**config.mk**
```make
export PLATFORM = sky130hd
export DESIGN_NAME = core_irq_ctrl
export DESIGN_NICKNAME = d
export VERILOG_FILES = /design/src/rtl/core_irq_ctrl.sv
export SDC_FILE = /design/constraint.sdc
export NUM_CORES = 1
export LEC_CHECK = 0
export ABC_AREA = 1
export BUFFER_PORTS_ARGS = -buffer_cell sky130_fd_sc_hd__buf_4
export CAP_MARGIN = 20
export CORE_MARGIN = 10
export CORE_UTILIZATION = 36
export DETAILED_ROUTE_END_ITERATION = 10
export PLACE_DENSITY_LB_ADDON = 0.08
export SETUP_SLACK_MARGIN = 0.5
export SYNTH_ARGS = -nofsm -noshare
export SYNTH_HDL_FRONTEND = slang
export SYNTH_SLANG_ARGS = --single-unit
```
**constraint.sdc**
```tcl
create_clock -name I_clock -period 1 [get_ports I_clock]
set_clock_uncertainty 0.05 [all_clocks]
set_input_delay 0.15 -clock I_clock [delete_from_list [all_inputs] [get_ports I_clock]]
set_output_delay 0.15 -clock I_clock [all_outputs]
set_load 0.02 [all_outputs]
```
**src/rtl/core_irq_ctrl.sv**
```systemverilog
// core_irq_ctrl: reset/NMI/N-way IRQ arbiter for the 2A03-class core.
// Samples on I_edge, decides on I_sync, supports NMI hijack of IRQ.
module core_irq_ctrl #(
  parameter int          N_IRQ    = 4,
  parameter logic [15:0] VEC_BASE = 16'hFFFA,
  parameter int          SRC_W    = (N_IRQ > 1) ? $clog2(N_IRQ) : 1
) (
  input  logic             I_clock,
  input  logic             I_reset,
  input  logic             I_edge,
  input  logic             I_sync,
  input  logic             I_nmi,
  input  logic [N_IRQ-1:0] I_irq,
  input  logic [N_IRQ-1:0] I_irq_en,
  input  logic             I_irq_mask,
  input  logic             I_ack,
  output logic             O_force_brk,
  output logic             O_irq_mask,
  output logic [15:0]      O_vec_addr_lo,
  output logic [15:0]      O_vec_addr_hi,
  output logic [SRC_W-1:0] O_src,
  output logic             O_src_valid,
  output logic [N_IRQ-1:0] O_pending
);

  localparam logic [15:0] VEC_NMI = VEC_BASE;
  localparam logic [15:0] VEC_RST = VEC_BASE + 16'd2;
  localparam logic [15:0] VEC_BRK = VEC_BASE + 16'd4;

  typedef enum logic [1:0] {
    S_RESET,
    S_IDLE,
    S_IRQ,
    S_NMI
  } state_t;

  state_t           state_q, state_d;
  logic             nmi_prev_q;
  logic             nmi_latch_q, nmi_latch_d;
  logic [N_IRQ-1:0] pend_q;
  logic [SRC_W-1:0] src_q, src_d;
  logic             srcv_q, srcv_d;
  logic [SRC_W-1:0] low_idx;
  logic             nmi_fall;
  logic             eff_nmi;

  assign nmi_fall = I_edge & nmi_prev_q & ~I_nmi;
  assign eff_nmi  = (state_q == S_NMI)
                  | ((state_q == S_IRQ) & nmi_latch_q);

  // Lowest-numbered pending channel wins.
  always_comb begin
    low_idx = '0;
    for (int i = N_IRQ - 1; i >= 0; i--) begin
      if (pend_q[i]) low_idx = SRC_W'(i);
    end
  end

  // Per-CPU-cycle input sampling, frozen while I_edge is low.
  always_ff @(posedge I_clock or negedge I_reset) begin
    if (!I_reset) begin
      nmi_prev_q <= 1'b1;
      pend_q     <= '0;
    end else if (I_edge) begin
      nmi_prev_q <= I_nmi;
      pend_q     <= ~I_irq & I_irq_en;
    end
  end

  // State, NMI latch and serviced-source registers.
  always_ff @(posedge I_clock or negedge I_reset) begin
    if (!I_reset) begin
      state_q     <= S_RESET;
      nmi_latch_q <= 1'b0;
      src_q       <= '0;
      srcv_q      <= 1'b0;
    end else begin
      state_q     <= state_d;
      nmi_latch_q <= nmi_latch_d;
      src_q       <= src_d;
      srcv_q      <= srcv_d;
    end
  end

  // Next state; a fresh NMI edge beats the ack-driven latch clear.
  always_comb begin
    state_d     = state_q;
    src_d       = src_q;
    srcv_d      = srcv_q;
    nmi_latch_d = nmi_latch_q;
    if (I_ack && eff_nmi) nmi_latch_d = 1'b0;
    if (nmi_fall) nmi_latch_d = 1'b1;
    unique case (state_q)
      S_RESET: begin
        if (I_ack) state_d = S_IDLE;
      end
      S_IDLE: begin
        if (I_sync) begin
          if (nmi_latch_q) begin
            state_d = S_NMI;
          end else if (|pend_q && !I_irq_mask) begin
            state_d = S_IRQ;
            src_d   = low_idx;
            srcv_d  = 1'b1;
          end
        end
      end
      default: begin
        if (I_ack) begin
          state_d = S_IDLE;
          srcv_d  = 1'b0;
        end
      end
    endcase
  end

  // Vector select: reset, NMI (incl. hijack), else IRQ/BRK.
  always_comb begin
    unique case (1'b1)
      state_q == S_RESET: O_vec_addr_lo = VEC_RST;
      eff_nmi:            O_vec_addr_lo = VEC_NMI;
      default:            O_vec_addr_lo = VEC_BRK;
    endcase
  end

  assign O_vec_addr_hi = O_vec_addr_lo + 16'd1;
  assign O_force_brk   = (state_q != S_IDLE);
  assign O_irq_mask    = (state_q != S_IDLE);
  assign O_src         = src_q;
  assign O_src_valid   = srcv_q;
  assign O_pending     = pend_q;

endmodule

```
==> reports/results.tsv <==
metric	value	unit
status	finished, violations left	
violations	hold timing, setup timing	
grt_pass1_vias	785	
nets	165	
ys_ff_latch	11	
syn_area_per_cell	7.448	µm²
fp-row-count	16	
maxCapViolCount	0	
ir_drop	1779	µV
io_pins	56	
overflow	0	
core	2022	µm²
cp_common_cell	buf_6	
ant_nets	0	
yosysMostFrequentCell	buf_4	
diodes	0	
min_path_type	in2async	
grt_max_degree	12	
drive_gt1_frac	0.5638	
placed_cells	165	
start_util	0.3868	
synth.cells.most_frequent	buf_4, nand2_1, dfrtp_1	
synth_top_area_frac	0.3200	
crit_start	state_q[0]$_DFFE_PN0P_	
clk_pin_slew	0.07	ns
r2r_end	O_src[0]$_DFFE_PN0P_	
cts_tree	built	
ys_types	17	
cts_root_buffer	clkbuf_4	
post-route-drc-count	0	
worstPathRequired	0.80	ns
synth.cell_area	782.0	µm²
track_usage	0.09834	
wire_per_inst	12.73	µm
synthesis.instances	105	
grt_pass1_wl	3463	µm
path_cells	buf_6 -> o21ai_4 -> buf_6	
critPathKind	reg2out	
area_growth	63.20	%
period_needed	1.291	ns
critPathLaunchType	flip-flop	
route.met3.wl	278	µm
finalHoldViolCount	13	
rsz0062_at_grt	true	
synth_edf_count	0	
synth-seq-area-share	0.3536	
slew_viol_final	0	
worst_path_largest_cell_delay	0.43	ns
clock_latency	0.27	ns
r2r_cells	6	
antenna_found_initial	0	
timing.final.setup_violations	18	
endpoint	O_vec_addr_hi[2]	
fin_crit_sh	1.291	
crit_buf_inv	2	
worstSetupPathDepth	3	
die-height	66.61	µm
ctsLongestPathBuffers	2	
crit_arrival	1.09	ns
synthTopCellsByArea	dfrtp_1, buf_4, nand2_1	
power.total	3.119	mW
numCtsBuffers	3	
layout.cells.non_filler	176	
viasPerCell	4.074	
dieArea	4436	µm²
dr_total_vias	717	
fillers	191	
fin_hold_ws	-0.3464	ns
gp_congestion	0.8606	
power.density	2444	nW/µm²
synth_area_leader_cell	dfrtp_1	
top_layer	met4	
crit_slowest_cell	dfrtp_2	
port_buffers	27	
endpoint_kind	output port	
cpLargestDelayFamily	flip-flops	
worst_slack	-0.2907	ns
drtIter0Drc	4	
htree_levels	1	
synth_top_flop_cell	dfrtp_1	
rr_startpoint	state_q[1]$_DFFE_PN0P_	
p_leak	0.6661	nW
drtPass1Iterations	2	
ff2ff_setup_slack	-0.17	ns
die_x	66.61	µm
fmax	774.7	MHz
clock-sinks	11	
wl_met1	830	µm
cp_max_fo	4	
dpl.hpwl	1722	µm
wl	2241	µm
fin_setup_tns	-2.867	ns
ys_async_sr_fraction	1.000	
wl_met2	1106	µm
final_util	0.6312	
yosysWarnings	0	
state kept, by name, indices dropped and copies added (netlist names):
signal,cells
state_q,2
nmi_latch_q,1
O_pending,4
nmi_prev_q,1
O_src_valid,1
O_src,2
how the worst min path moves through the flow:
stage	slack, ns	to	from
finish	-0.35	O_src[0]$_DFFE_PN0P_	I_reset
global route	-0.35	O_src[0]$_DFFE_PN0P_	I_reset
CTS	-0.35	O_pending[2]$_DFFE_PN0P_	I_reset
detailed placement	-0.05	O_pending[3]$_DFFE_PN0P_	I_reset
global placement	-0.05	nmi_latch_q$_DFFE_PN0P_	I_reset
floorplan	-0.20	O_pending[0]$_DFFE_PN0P_	I_reset
power by group:
part	total (mW)	switching, mW	internal [mW]
registers	0.739	0.143	0.596
logic	2.07	1.07	1.01
clock network	0.306	0.152	0.154
total	3.12	1.36	1.76
metal layers:
layer / up-vias / track usage
met3: 4 / 0.05351
met2: 39 / 0.1671
met1: 321 / 0.1005
met4: 0 / 0.03141
li1: 353 / -
met5: - / 0
layout by cell type, fill, tap and decap left out:
cell and count:
nor2_1 7, inv_2 1, nor2_4 3, nand2_4 2, nand3_1 2, o21ai_1 1, nand2_2 6, buf_6 27
nand2_1 17, buf_4 18, conb_1 28, clkbuf_4 3, dfrtp_2 9, inv_1 6, o21ai_4 1, nor3_1 1
clkbuf_1 1, o22ai_2 1, a21oi_1 1, a21oi_2 1, nand3_2 1, nand4_4 1, dfrtp_1 1, inv_4 4
dfstp_2 1, nand2_8 1, o21ai_2 4
worst reg2reg max path: cells and delay by family (launching register included):
| kind | cells | cell delay (ns) |
|---|---|---|
| simple gates | 5 | 0.50 |
| flops | 1 | 0.44 |
| buf+inv | 1 | 0.13 |
metrics by stage:
step | worst slack (ns) | cell area, µm² | hold slack, ns
CTS | -0.3162 | 1164 | -0.3522
global route | -0.3361 | 1276 | -0.3543
detailed placement | -0.07402 | 1002 | -0.05351
global placement | -0.06067 | 1002 | -0.05493
finish | -0.2907 | 1276 | -0.3464
floorplan | -0.06059 | 915.9 | -0.1956
cell type report:
class | instances | area (µm²) | area share
clock buffer | 4 | 26.28 | 0.02059
inverter | 11 | 51.30 | 0.04020
multi-input combinational | 78 | 437.9 | 0.3431
sequential | 11 | 287.8 | 0.2255
tap | 27 | 33.78 | 0.02647
timing repair buffer | 45 | 439.2 | 0.3441
timing repair:
| item | CTS | global route |
|---|---|---|
| gates resized for setup | 27 | 24 |
| setup endpoints to repair | 24 | 24 |
| pin swaps | 7 | 3 |
| setup buffers | 5 | 2 |
| endpoints found under the hold margin | 14 | 14 |
cell families (layout without fill, tap and decap cells):
kind of cell | after synthesis | count (layout) | share of synthesized area
simple gates | 41 | 41 | 0.2272
other cells | 2 | 28 | 0.009604
compound gates | 9 | 9 | 0.05919
buf+inv | 42 | 60 | 0.3504
flops | 11 | 11 | 0.3536
Note: power is estimated with default switching activity, not from simulation.
